[src/rtl/rowhammer_multi_sm.sv]
// Row-hammer test sequencer: fills victim and aggressor rows with a pattern, hammers the
// aggressors, then reads the victim row back and counts flipped bits.
module rowhammer_multi_sm #(
    parameter int unsigned ADDR_WIDTH = 32,
    parameter int unsigned WORD_WIDTH = 32,
    parameter int unsigned ROW_WIDTH  = 12,
    parameter int unsigned ROW_POS    = 10,
    parameter int unsigned COL_WIDTH  = 10,
    parameter int unsigned COL_POS    = 0,
    parameter int unsigned CNT_WIDTH  = 64
) (
    input  logic                  clk,
    input  logic                  reset,
    input  logic                  start,
    input  logic                  double_sided,
    input  logic [1:0]            pattern_mode,
    input  logic [WORD_WIDTH-1:0] pattern,
    input  logic [31:0]           count,
    input  logic [ADDR_WIDTH-1:0] address,
    input  logic                  confirm,
    input  logic [WORD_WIDTH-1:0] pattern_rb,
    output logic                  write,
    output logic                  read,
    output logic [ADDR_WIDTH-1:0] gen_address,
    output logic [WORD_WIDTH-1:0] gen_word,
    output logic [CNT_WIDTH-1:0]  bit_flip_count,
    output logic [CNT_WIDTH-1:0]  flip_word_count,
    output logic [ADDR_WIDTH-1:0] first_fail_addr,
    output logic [3:0]            state
);

    localparam int unsigned POP_WIDTH = $clog2(WORD_WIDTH + 1);
    localparam int unsigned SUM_WIDTH = CNT_WIDTH + 1;

    typedef enum logic [3:0] {
        S_IDLE   = 4'd0,
        S_FILL   = 4'd1,
        S_HAMMER = 4'd2,
        S_CHECK  = 4'd3,
        S_DONE   = 4'd5,
        S_CLEAR  = 4'd7
    } state_t;

    // Row selector used for both the fill order and the hammer side
    localparam logic [1:0] SEL_A = 2'd0;
    localparam logic [1:0] SEL_B = 2'd1;
    localparam logic [1:0] SEL_V = 2'd2;

    state_t                state_q, state_n;
    logic                  dbl_q, dbl_n;
    logic [1:0]            mode_q, mode_n;
    logic [WORD_WIDTH-1:0] pat_q, pat_n;
    logic [31:0]           cnt_q, cnt_n;
    logic [31:0]           iter_q, iter_n;
    logic [ADDR_WIDTH-1:0] base_q, base_n;
    logic [1:0]            sel_q, sel_n;
    logic [COL_WIDTH-1:0]  col_q, col_n;

    logic                  write_n, read_n;
    logic [ADDR_WIDTH-1:0] gen_address_n;
    logic [WORD_WIDTH-1:0] gen_word_n;
    logic [CNT_WIDTH-1:0]  bfc_n, fwc_n;
    logic [ADDR_WIDTH-1:0] ffa_n;

    logic [ROW_WIDTH-1:0]  row_v, row_a, row_b, row_sel;
    logic [WORD_WIDTH-1:0] diff;
    logic [POP_WIDTH-1:0]  pop;
    logic [SUM_WIDTH-1:0]  bfc_sum, fwc_sum;

    function automatic logic [ADDR_WIDTH-1:0] make_addr(input logic [ADDR_WIDTH-1:0] base,
                                                        input logic [ROW_WIDTH-1:0]  row,
                                                        input logic [COL_WIDTH-1:0]  col);
        logic [ADDR_WIDTH-1:0] a;
        a = base;
        a[ROW_POS +: ROW_WIDTH] = row;
        a[COL_POS +: COL_WIDTH] = col;
        return a;
    endfunction

    function automatic logic [WORD_WIDTH-1:0] exp_word(input logic [1:0]            mode,
                                                       input logic [WORD_WIDTH-1:0] pat,
                                                       input logic                  victim,
                                                       input logic                  row_lsb,
                                                       input logic                  col_lsb);
        case (mode)
            2'd1:    return (row_lsb ^ col_lsb) ? ~pat : pat;
            2'd2:    return victim ? pat : ~pat;
            default: return pat;
        endcase
    endfunction

    function automatic logic [POP_WIDTH-1:0] popcount(input logic [WORD_WIDTH-1:0] w);
        logic [POP_WIDTH-1:0] n;
        n = '0;
        for (int i = 0; i < int'(WORD_WIDTH); i++) begin
            n = n + POP_WIDTH'(w[i]);
        end
        return n;
    endfunction

    // Aggressor rows wrap modulo 2^ROW_WIDTH through natural truncation
    assign row_v = base_q[ROW_POS +: ROW_WIDTH];
    assign row_a = row_v - ROW_WIDTH'(1);
    assign row_b = row_v + ROW_WIDTH'(1);

    always_comb begin
        case (sel_q)
            SEL_A:   row_sel = row_a;
            SEL_B:   row_sel = row_b;
            default: row_sel = row_v;
        endcase
    end

    assign diff    = pattern_rb ^ exp_word(mode_q, pat_q, 1'b1, row_v[0], col_q[0]);
    assign pop     = popcount(diff);
    assign bfc_sum = {1'b0, bit_flip_count} + SUM_WIDTH'(pop);
    assign fwc_sum = {1'b0, flip_word_count} + SUM_WIDTH'(1);

    assign state = state_q;

    // Next-state and next-output logic
    always_comb begin
        state_n       = state_q;
        dbl_n         = dbl_q;
        mode_n        = mode_q;
        pat_n         = pat_q;
        cnt_n         = cnt_q;
        iter_n        = iter_q;
        base_n        = base_q;
        sel_n         = sel_q;
        col_n         = col_q;
        write_n       = write;
        read_n        = read;
        gen_address_n = gen_address;
        gen_word_n    = gen_word;
        bfc_n         = bit_flip_count;
        fwc_n         = flip_word_count;
        ffa_n         = first_fail_addr;

        case (state_q)
            S_IDLE, S_DONE: begin
                if (start) begin
                    dbl_n   = double_sided;
                    mode_n  = (pattern_mode == 2'd3) ? 2'd0 : pattern_mode;
                    pat_n   = pattern;
                    cnt_n   = count;
                    base_n  = address;
                    sel_n   = SEL_A;
                    col_n   = '0;
                    iter_n  = '0;
                    bfc_n   = '0;
                    fwc_n   = '0;
                    ffa_n   = '0;
                    state_n = S_CLEAR;
                end
            end

            S_CLEAR: state_n = S_FILL;

            S_FILL: begin
                if (!write) begin
                    write_n       = 1'b1;
                    gen_address_n = make_addr(base_q, row_sel, col_q);
                    gen_word_n    = exp_word(mode_q, pat_q, sel_q == SEL_V, row_sel[0], col_q[0]);
                end else if (confirm) begin
                    write_n = 1'b0;
                    if (col_q != '1) begin
                        col_n = col_q + COL_WIDTH'(1);
                    end else begin
                        col_n = '0;
                        case (sel_q)
                            SEL_A: sel_n = dbl_q ? SEL_B : SEL_V;
                            SEL_B: sel_n = SEL_V;
                            default: begin
                                sel_n   = SEL_A;
                                iter_n  = '0;
                                state_n = (cnt_q == 32'd0) ? S_CHECK : S_HAMMER;
                            end
                        endcase
                    end
                end
            end

            S_HAMMER: begin
                if (!read) begin
                    read_n        = 1'b1;
                    gen_address_n = make_addr(base_q, row_sel, '0);
                end else if (confirm) begin
                    read_n = 1'b0;
                    if (dbl_q && (sel_q == SEL_A)) begin
                        sel_n = SEL_B;
                    end else begin
                        sel_n  = SEL_A;
                        iter_n = iter_q + 32'd1;
                        if (iter_q == cnt_q - 32'd1) begin
                            state_n = S_CHECK;
                        end
                    end
                end
            end

            S_CHECK: begin
                if (!read) begin
                    read_n        = 1'b1;
                    gen_address_n = make_addr(base_q, row_v, col_q);
                end else if (confirm) begin
                    read_n = 1'b0;
                    bfc_n  = bfc_sum[CNT_WIDTH] ? '1 : bfc_sum[CNT_WIDTH-1:0];
                    if (diff != '0) begin
                        fwc_n = fwc_sum[CNT_WIDTH] ? '1 : fwc_sum[CNT_WIDTH-1:0];
                        if (flip_word_count == '0) begin
                            ffa_n = gen_address;
                        end
                    end
                    if (col_q == '1) begin
                        state_n = S_DONE;
                    end else begin
                        col_n = col_q + COL_WIDTH'(1);
                    end
                end
            end

            default: state_n = S_IDLE;
        endcase
    end

    always_ff @(posedge clk) begin
        if (reset) begin
            state_q         <= S_IDLE;
            dbl_q           <= 1'b0;
            mode_q          <= '0;
            pat_q           <= '0;
            cnt_q           <= '0;
            iter_q          <= '0;
            base_q          <= '0;
            sel_q           <= SEL_A;
            col_q           <= '0;
            write           <= 1'b0;
            read            <= 1'b0;
            gen_address     <= '0;
            gen_word        <= '0;
            bit_flip_count  <= '0;
            flip_word_count <= '0;
            first_fail_addr <= '0;
        end else begin
            state_q         <= state_n;
            dbl_q           <= dbl_n;
            mode_q          <= mode_n;
            pat_q           <= pat_n;
            cnt_q           <= cnt_n;
            iter_q          <= iter_n;
            base_q          <= base_n;
            sel_q           <= sel_n;
            col_q           <= col_n;
            write           <= write_n;
            read            <= read_n;
            gen_address     <= gen_address_n;
            gen_word        <= gen_word_n;
            bit_flip_count  <= bfc_n;
            flip_word_count <= fwc_n;
            first_fail_addr <= ffa_n;
        end
    end

endmodule

[config.mk]
export PLATFORM = sky130hd
export DESIGN_NAME = rowhammer_multi_sm
export DESIGN_NICKNAME = d
export VERILOG_FILES = /design/src/rtl/rowhammer_multi_sm.sv
export SDC_FILE = /design/constraint.sdc
export NUM_CORES = 1
export LEC_CHECK = 0
export ABC_AREA = 1
export CAP_MARGIN = 25
export CORE_MARGIN = 3
export CORE_UTILIZATION = 30
export CTS_CLUSTER_SIZE = 16
export DETAILED_ROUTE_END_ITERATION = 12
export GPL_ROUTABILITY_DRIVEN = 0
export GPL_TIMING_DRIVEN = 0
export HOLD_SLACK_MARGIN = 0.1
export PLACE_DENSITY = 0.49
export SETUP_SLACK_MARGIN = 0.5
export SLEW_MARGIN = 40
export SYNTH_ARGS = -nofsm -noshare
export SYNTH_HDL_FRONTEND = slang
export SYNTH_SLANG_ARGS = --single-unit
export TNS_END_PERCENT = 5
[constraint.sdc]
create_clock -name clk -period 8.8 [get_ports clk]
set_input_delay 0.88 -clock clk [delete_from_list [all_inputs] [get_ports clk]]
set_output_delay 0.88 -clock clk [all_outputs]
set_load 0.05 [all_outputs]
* Word-level counts from Yosys, hierarchy flattened
Index checks and enable logic that the tools add are counted.
** Word-level totals
- Register bits after elaboration :: 373
- Output and inout bits :: 230
- Word-level logic and storage cells :: 183
** Operators by class
- Add/sub/neg operators :: 38
- Eq/ne operators :: 31
- Muxes and demuxes :: 70
- Bitwise logic cells :: 5
- Reduce and logical (&&, ||, !) cells :: 23
** Operators by type and width (number)
- $mux W32 :: 19
- $mux W64 :: 8
- $pmux W64 S2 :: 2
- $pmux W32 S3 :: 2
- $add A6 B1 Y6 :: 26
- $pmux W32 S2 :: 2
- $mux W10 :: 7
- $add A64 B1 Y65 const B :: 1
- $add A64 B6 Y65 :: 1
- $logic_not A64 Y1 :: 1
- $mux W4 :: 12
- $ne A2 B2 Y1 const B :: 18
- $add A32 B1 Y32 const B :: 1
- $eq A32 B32 Y1 :: 1
- $logic_not A32 Y1 :: 1
- $not A32 Y32 :: 1
- $reduce_bool A32 Y1 :: 1
- $sub A32 B1 Y32 const B :: 1
- $xor A32 B32 Y32 :: 1
- $pmux W10 S3 :: 1
- $pmux W12 S2 :: 1
- $pmux W4 S5 :: 1
- $mux W2 :: 8
- $reduce_and A7 Y1 :: 2
- 32 further kinds :: 48

* Logic depth before layout (Yosys ltp)
Gate-level depths: netlist of the first run.
- Depth in word-level cells :: 40
- Depth in mapped cells :: 31

* Worst setup path after synthesis of the first run
Ideal clock, no wire load.
- Path type :: input to register
- From :: input port pattern_rb[10]
- To :: register bit_flip_count[56]
- Arrival time :: 6.710 ns
- Data required time :: 8.730 ns
- Slack :: 2.020 ns
- Stages on the path :: 28
- Buffers on the path :: 2
- Cells stage by stage :: xor2_1 > xnor2_1 > inv_1 > fa_1 > inv_1 > fa_1 > fa_1 > fa_1 > inv_1 > fa_1 > fa_1 > fa_1 > inv_1 > fa_1 > nand3_1 > nand2_2 > inv_1 > o21ai_2 > nand2_2 > nor3_4 > nand2_2 > nor2_4 > inv_2 > buf_6 > buf_6 > nand3b_1 > nand2_1 > a21oi_1
** Between the ends
- Longest elaborated chain between the ends :: 28
** RTL lines
- from (decl) :: line 21 : input logic [WORD_WIDTH-1:0] pattern_rb,
- $xor A32 B32 Y32 :: line 114 : assign diff = pattern_rb ^ exp_word(mode_q, pat_q, 1'b1, row_v[0], col_q[0]);
- $add A6 B1 Y6 (22 in series) :: line 96 : n = n + POP_WIDTH'(w[i]);
- $add A64 B6 Y65 :: line 116 : assign bfc_sum = {1'b0, bit_flip_count} + SUM_WIDTH'(pop);
- $mux W64 :: line 208 : bfc_n = bfc_sum[CNT_WIDTH] ? '1 : bfc_sum[CNT_WIDTH-1:0];
- $mux W64 :: line 206 : end else if (confirm) begin
- $mux W64 :: line 203 : if (!read) begin
- $pmux W64 S2 :: line 140 : case (state_q)
- to (signal assigned) :: line 259 : bit_flip_count <= bfc_n;
- to (decl) :: line 26 : output logic [CNT_WIDTH-1:0] bit_flip_count,
No other way between the ends. The select of a mux whose other input is x is not followed.
A chain may end at the register's enable or synchronous reset.

* Final worst setup path of the first run
- From :: register col_q[0]
- To :: register bit_flip_count[3]
** Between the ends
- Longest elaborated chain between the ends :: 40
** RTL lines
- from (decl) :: line 57 : logic [COL_WIDTH-1:0] col_q, col_n;
- from (signal assigned) :: line 254 : col_q <= col_n;
- $xor A1 B1 Y1 (*) :: line 86 : 2'd1: return (row_lsb ^ col_lsb) ? ~pat : pat;
- $mux W32 (*) :: line 86
- $mux W32 (*) :: line 85 : case (mode)
- $xor A32 B32 Y32 (*) :: line 114
- $add A1 B1 Y2 :: line 96
- $add A2 B1 Y3 :: line 96
- $add A3 B1 Y4 :: line 96
- $add A4 B1 Y5 :: line 96
- $add A5 B1 Y6 :: line 96
- $add A6 B1 Y6 (25 in series) :: line 96
- $add A6 B1 Y6 (*) :: line 96
- $add A64 B6 Y65 (*) :: line 116
- $mux W64 (*) :: line 208
- $mux W64 (*) :: line 206
- $mux W64 (*) :: line 203
- $pmux W64 S2 (*) :: line 140
Every way passes the cells marked *; elsewhere a longest branch is shown, timed or not. The select of a mux whose other input is x is not followed.

==> results.toml, run 1 <==
[clock_network]
ctsResizeCount = 0
clk_path_buf_depth = 3
clk_latency_ns = 0.62
path_clk_slew_ns = 0.06
cts.sinks = 362
cts-root-buf = "clkbuf_16"
cts_made_buffers = 46
htreeDepth = 2
hold_buffers = 0
cts_setup_buffers = 0
cts_tree = "yes"

[sta]
skew_ns = 0.0227
finalCritPeriodShare_pct = 89.5
post-route-min-period_ns = 7.87
hold_violations = 0
tightest_slew_ns = 0.838
finalHoldWorstSlack_ns = 0.458
rsz0062_at_grt = "true"
setup_violations = 0
fin_setup_tns_ns = 0
timing.final.ws_setup_ns = 0.926
max_freq_mhz = 127
slew_violations = 0
slew_headroom_pct = 44.1

[critical_path]
worstPathRequired_ns = 9.33
crit_path_max_fanout = 10
slowest_stage = "fa_1"
r2r-start = "col_q[0]"
cp-start-kind = "flip-flop"
criticalPathCategory = "flip-flop to flip-flop"
r2r-end = "bit_flip_count[3]"
rr_worst_depth = 28
crit_top_cell = "fa_1"
cp-end-kind = "flip-flop"
slowest_delay_ns = 0.54
arrival_ns = 8.41
r2r_setup_slack_ns = 0.93

[grt]
grt-ovfl-total = 0
antenna_found_initial = 7
grt.total_usage_pct = 23.7
grt_max_degree = 14
grt_pass1_vias = 23400
grt_pass1_wl_mm = 144

[synth]
yosysWarnings = 0
ys.flop_type = "dfxtp_1"
synth_nets = 3673
synth_edf_count = 0
async_reset_ff_share_pct = 0
synth_cell_types = 49
syn_inst = 3479
seq_area_frac_synth_pct = 31.9
synth_area_um2 = 22700
synth-seq-cells = 362
syn_avg_cell_area_um2 = 6.52

[layout]
final_nets = 4074
layout_commonest_cell = "nand2_1"
design_area_um2 = 29000
final_cell_mix = "724 x nand2_1, 457 x nor2_1, 368 x a21oi_1"
final_layout_size_suffix_gt1_share_pct = 4.06
syn2layout_area_growth_pct = 27.8

[floorplanning]
core-area_um2 = 74700
dieWidth_um = 281
fp-row-count = 100
floorplan.initialDensity_pct = 30.4
ios = 365
dieArea_um2 = 79000
die_h_um = 281

[outcome]
outcome = "finished, final reports clean"

[hold_path]
min_path_cells = 2
min_path_type = "flip-flop to flip-flop"
hold_end = "first_fail_addr[16]"
worstHoldStart = "first_fail_addr[16]"

[routing]
vias = 24900
ant_nets = 0
drc_errors = 0
dr.pass1.iters = 6
post_drt_wl_per_cell_um = 19.7
via_per_inst = 5.09
drt_iter0_drc = 1886
wirelength_mm = 96.4

[power]
leakagePower_nw = 10.4
ir_worst_vdd_uv = 757
powerDensity_nw_per_um2 = 401

[placement]
io_buffers = 353
preCtsSetupSlack_ns = 0.140
place_area_um2 = 27500
hpwlAfterDp_mm = 77.2

[flow_run]
maxCapViolations = 0
## sequential cells by signal, indices dropped and copies added (netlist names), 2 cells and up
register / count
col_q: 10
bit_flip_count: 64
gen_word: 32
sel_q: 2
cnt_q: 32
iter_q: 32
gen_address: 32
first_fail_addr: 32
pat_q: 32
mode_q: 2
base_q: 22
flip_word_count: 64
state: 3
## stage by stage
stage / std cells / power [mW] / util [%]
6_report: 4889 / 11.6 / 38.8
5_1_grt: 4887 / 12.8 / 38.8
4_1_cts: 4884 / 11.8 / 38.8
3_5_place_dp: 4801 / 9.73 / 36.8
3_3_place_gp: 4801 / 9.78 / 36.7
2_1_floorplan: 3479 / 8.06 / -
## per-layer routing
layer / share of wire [%] / vias up / global-route usage, %
met1: 46 / 11600 / 32.5
met4: 3.0 / 0 / 7.15
li1: - / 12400 / -
met5: 0 / - / 0
met2: 45 / 787 / 37.8
met3: 6.5 / 148 / 4.24
## critical path, delay by kind of cell (launching register included)
family / cells / cell delay (ns)
AO/OA/AOI/OAI: 3 / 0.63
adder cells (fa/ha/maj): 8 / 3.77
flip-flops: 1 / 0.45
XOR/XNOR: 1 / 0.30
buffers and inverters: 8 / 1.14
AND/OR/NAND/NOR: 8 / 1.51
## power breakdown
| part | internal [mW] | total [mW] | switching (mW) |
|---|---|---|---|
| Sequential | 1.89 | 2.15 | 0.270 |
| Clock | 1.13 | 1.93 | 0.800 |
| Combinational | 2.64 | 7.55 | 4.91 |
| Total | 5.65 | 11.6 | 5.98 |
## cells in the mapped netlist (7+ instances only)
cell	instances	area, um^2
nand3_1	218	1090
nand3b_1	7	52.6
o211ai_1	20	150
nand2_1	724	2720
dfxtp_1	362	7250
clkbuf_1	126	473
ha_1	32	400
buf_2	19	95.1
inv_1	324	1220
o21ai_0	199	996
nand4_1	154	963
o31ai_1	9	67.6
nor2_1	458	1720
a21oi_1	368	1840
nor4_1	39	244
or2_2	25	156
xnor2_1	62	543
buf_1	11	41.3
xor2_1	122	1070
fa_1	27	541
nor3_1	102	510
buf_6	9	101
## cells by family after synthesis
logic type               after synthesis  synth area share (%)
AND/OR/NAND/NOR                     1749                  33.6
AO/OA/AOI/OAI                        624                  14.3
buffers and inverters                498                  8.67
flip-flops                           362                  31.9
XOR/XNOR                             186                  7.30
adder cells (fa/ha/maj)               59                  4.15
other                                  1                0.0165
## layout make-up
class,instances,area (um^2)
fillers,8150,45700
multi-input cells,2619,13500
flip-flops and latches,362,7250
repair buffers,353,3530
clock buffers,67,1310
inverters,331,1240
well taps,969,1210
plain buffers,167,738
clock inverters,16,211
diodes,5,12.5
## worst max path at each step
stage | to | startpoint | cells after the start
global placement | bit_flip_count[3] | pattern_rb[22] | 26
finish | bit_flip_count[3] | col_q[0] | 28
floorplan | bit_flip_count[56] | pattern_rb[10] | 28
detailed placement | bit_flip_count[3] | pattern_rb[22] | 26
CTS | bit_flip_count[3] | col_q[0] | 28
global route | bit_flip_count[59] | col_q[0] | 31
(Power assumes the default switching activity.)
==> run 2: changes to the inputs <==
TNS_END_PERCENT = not set   (was 5)
==> run 2 against run 1 <==
Net effect:
- core utilization rose by 0.050 points
- flip-flop and latch count did not move
- sequential share of layout area about the same
==> results.toml, run 2 (synthesized netlist as in run 1, its figures left out) <==
[outcome]
outcome = "finished, final reports clean"

[sta]
post-route-min-period_ns = 7.80
hold_violations = 0
fin_setup_tns_ns = 0
tightest_slew_ns = 0.829
rsz0062_at_grt = "false"
slew_violations = 0
setup_violations = 0
finalCritPeriodShare_pct = 88.7
skew_ns = 0.0209
max_freq_mhz = 128
slew_headroom_pct = 44.8

[layout]
syn2layout_area_growth_pct = 27.9
final_layout_size_suffix_gt1_share_pct = 4.18
design_area_um2 = 29000
final_cell_mix = "724 x nand2_1, 457 x nor2_1, 368 x a21oi_1"
layout_commonest_cell = "nand2_1"
layout.area.seq_um2 = 7250
largestRegisters = "bit_flip_count: 64 flops, flip_word_count: 64 flops"
multi_input_area_um2 = 13500
final_nets = 4079
fin_util_pct = 38.9
nFillCells = 8145

[hold_path]
hold_end = "first_fail_addr[16]"
min_path_cells = 2
worstHoldStart = "first_fail_addr[16]"
min_path_type = "flip-flop to flip-flop"

[floorplanning]
dieArea_um2 = 79000
ios = 365
die_h_um = 281
floorplan.initialDensity_pct = 30.4
fp-row-count = 100
core-area_um2 = 74700
dieWidth_um = 281

[clock_network]
cts-root-buf = "clkbuf_16"
hold_buffers = 0
clk_path_buf_depth = 3
cts_made_buffers = 46
htreeDepth = 2
cts.sinks = 362
path_clk_slew_ns = 0.06
clk_latency_ns = 0.61
cts_tree = "yes"

[routing]
dr.pass1.iters = 6
drc_errors = 0
post_drt_wl_per_cell_um = 19.7
via_per_inst = 5.10
vias = 25000
drt_iter0_drc = 2052
ant_nets = 0
wirelength_mm = 96.5

[flow_run]
maxCapViolations = 0

[grt]
grt.total_usage_pct = 23.7
grt_max_degree = 14
grt-ovfl-total = 0
grt_pass1_vias = 23400
antenna_found_initial = 7
grt_pass1_wl_mm = 144

[power]
leakagePower_nw = 10.5
pwr-share-seq_pct = 18.5
powerDensity_nw_per_um2 = 400
switching_power_mw = 5.98
power_frac_clock_pct = 16.6
internal_power_mw = 5.65
ir_worst_vdd_uv = 757
swShare_pct = 51.4
comb_power_share_pct = 64.8

[critical_path]
r2r-end = "bit_flip_count[44]"
crit_path_max_fanout = 10
cp-end-kind = "flip-flop"
slowest_stage = "nor2_1"
criticalPathCategory = "flip-flop to flip-flop"
worstPathRequired_ns = 9.34
cp-start-kind = "flip-flop"
slowest_delay_ns = 0.55
crit_top_cell = "fa_1"
r2r_setup_slack_ns = 1.0
rr_worst_depth = 28
r2r-start = "col_q[0]"
arrival_ns = 8.34

[placement]
hpwlAfterDp_mm = 77.2
place_area_um2 = 27500
io_buffers = 353
[run 2: how the worst max path moves through the flow]
stage / depth (start not counted) / end / slack [ns] / startpoint
6_report: 28 / bit_flip_count[44] / 1.0 / col_q[0]
3_3_place_gp: 26 / bit_flip_count[3] / 0.14 / pattern_rb[22]
3_5_place_dp: 26 / bit_flip_count[3] / 0.14 / pattern_rb[22]
2_1_floorplan: 28 / bit_flip_count[56] / 2.02 / pattern_rb[10]
4_1_cts: 28 / bit_flip_count[3] / 0.68 / col_q[0]
5_1_grt: 28 / bit_flip_count[44] / 0.51 / col_q[0]
[run 2: final cells by class]
class | instances | share of cell area [%]
Timing Repair Buffer | 358 | 12.3
Clock buffer | 67 | 4.51
Sequential cell | 362 | 25.0
Clock inverter | 16 | 0.728
Multi-Input combinational cell | 2619 | 46.4
Tap cell | 969 | 4.18
Buffer | 167 | 2.54
Antenna cell | 5 | 0.0431
Inverter | 331 | 4.28
[run 2: critical path: cells and delay by family (launching register included)]
kind | cells | cell delay [ns]
fa+ha+maj | 8 | 3.77
simple gates | 10 | 2.07
buf+inv | 7 | 0.77
flops | 1 | 0.45
compound gates | 2 | 0.38
xor+xnor | 1 | 0.30
[run 2: metal layers]
metal / wire (um) / global-route usage, % / vias to the layer above
met4: 2880 / 7.15 / 0
met5: 0 / 0 / -
met3: 6430 / 4.24 / 147
met1: 44100 / 32.5 / 11700
li1: - / - / 12400
met2: 43000 / 37.8 / 812
[run 2: power groups by stage]
stage / clock network (mW) / logic [mW] / registers [mW]
3_3_place_gp: 0 / 7.59 / 2.19
2_1_floorplan: 0 / 5.68 / 2.38
6_report: 1.93 / 7.54 / 2.15
4_1_cts: 1.99 / 7.63 / 2.15
3_5_place_dp: 0 / 7.54 / 2.19
5_1_grt: 2.05 / 8.54 / 2.19
[run 2: metrics by stage]
stage	std cells	hold slack [ns]	setup WS (ns)	total power, mW
floorplan	3479	0.443	2.02	8.06
global placement	4801	0.448	0.137	9.78
detailed placement	4801	0.455	0.140	9.73
CTS	4884	0.461	0.683	11.8
global route	4892	0.481	0.510	12.8
finish	4894	0.458	0.996	11.6
[run 2: timing repair]
item,in CTS,in global routing
gates resized for setup,0,3
buffers inserted,0,5
endpoints found under the setup margin,0,19
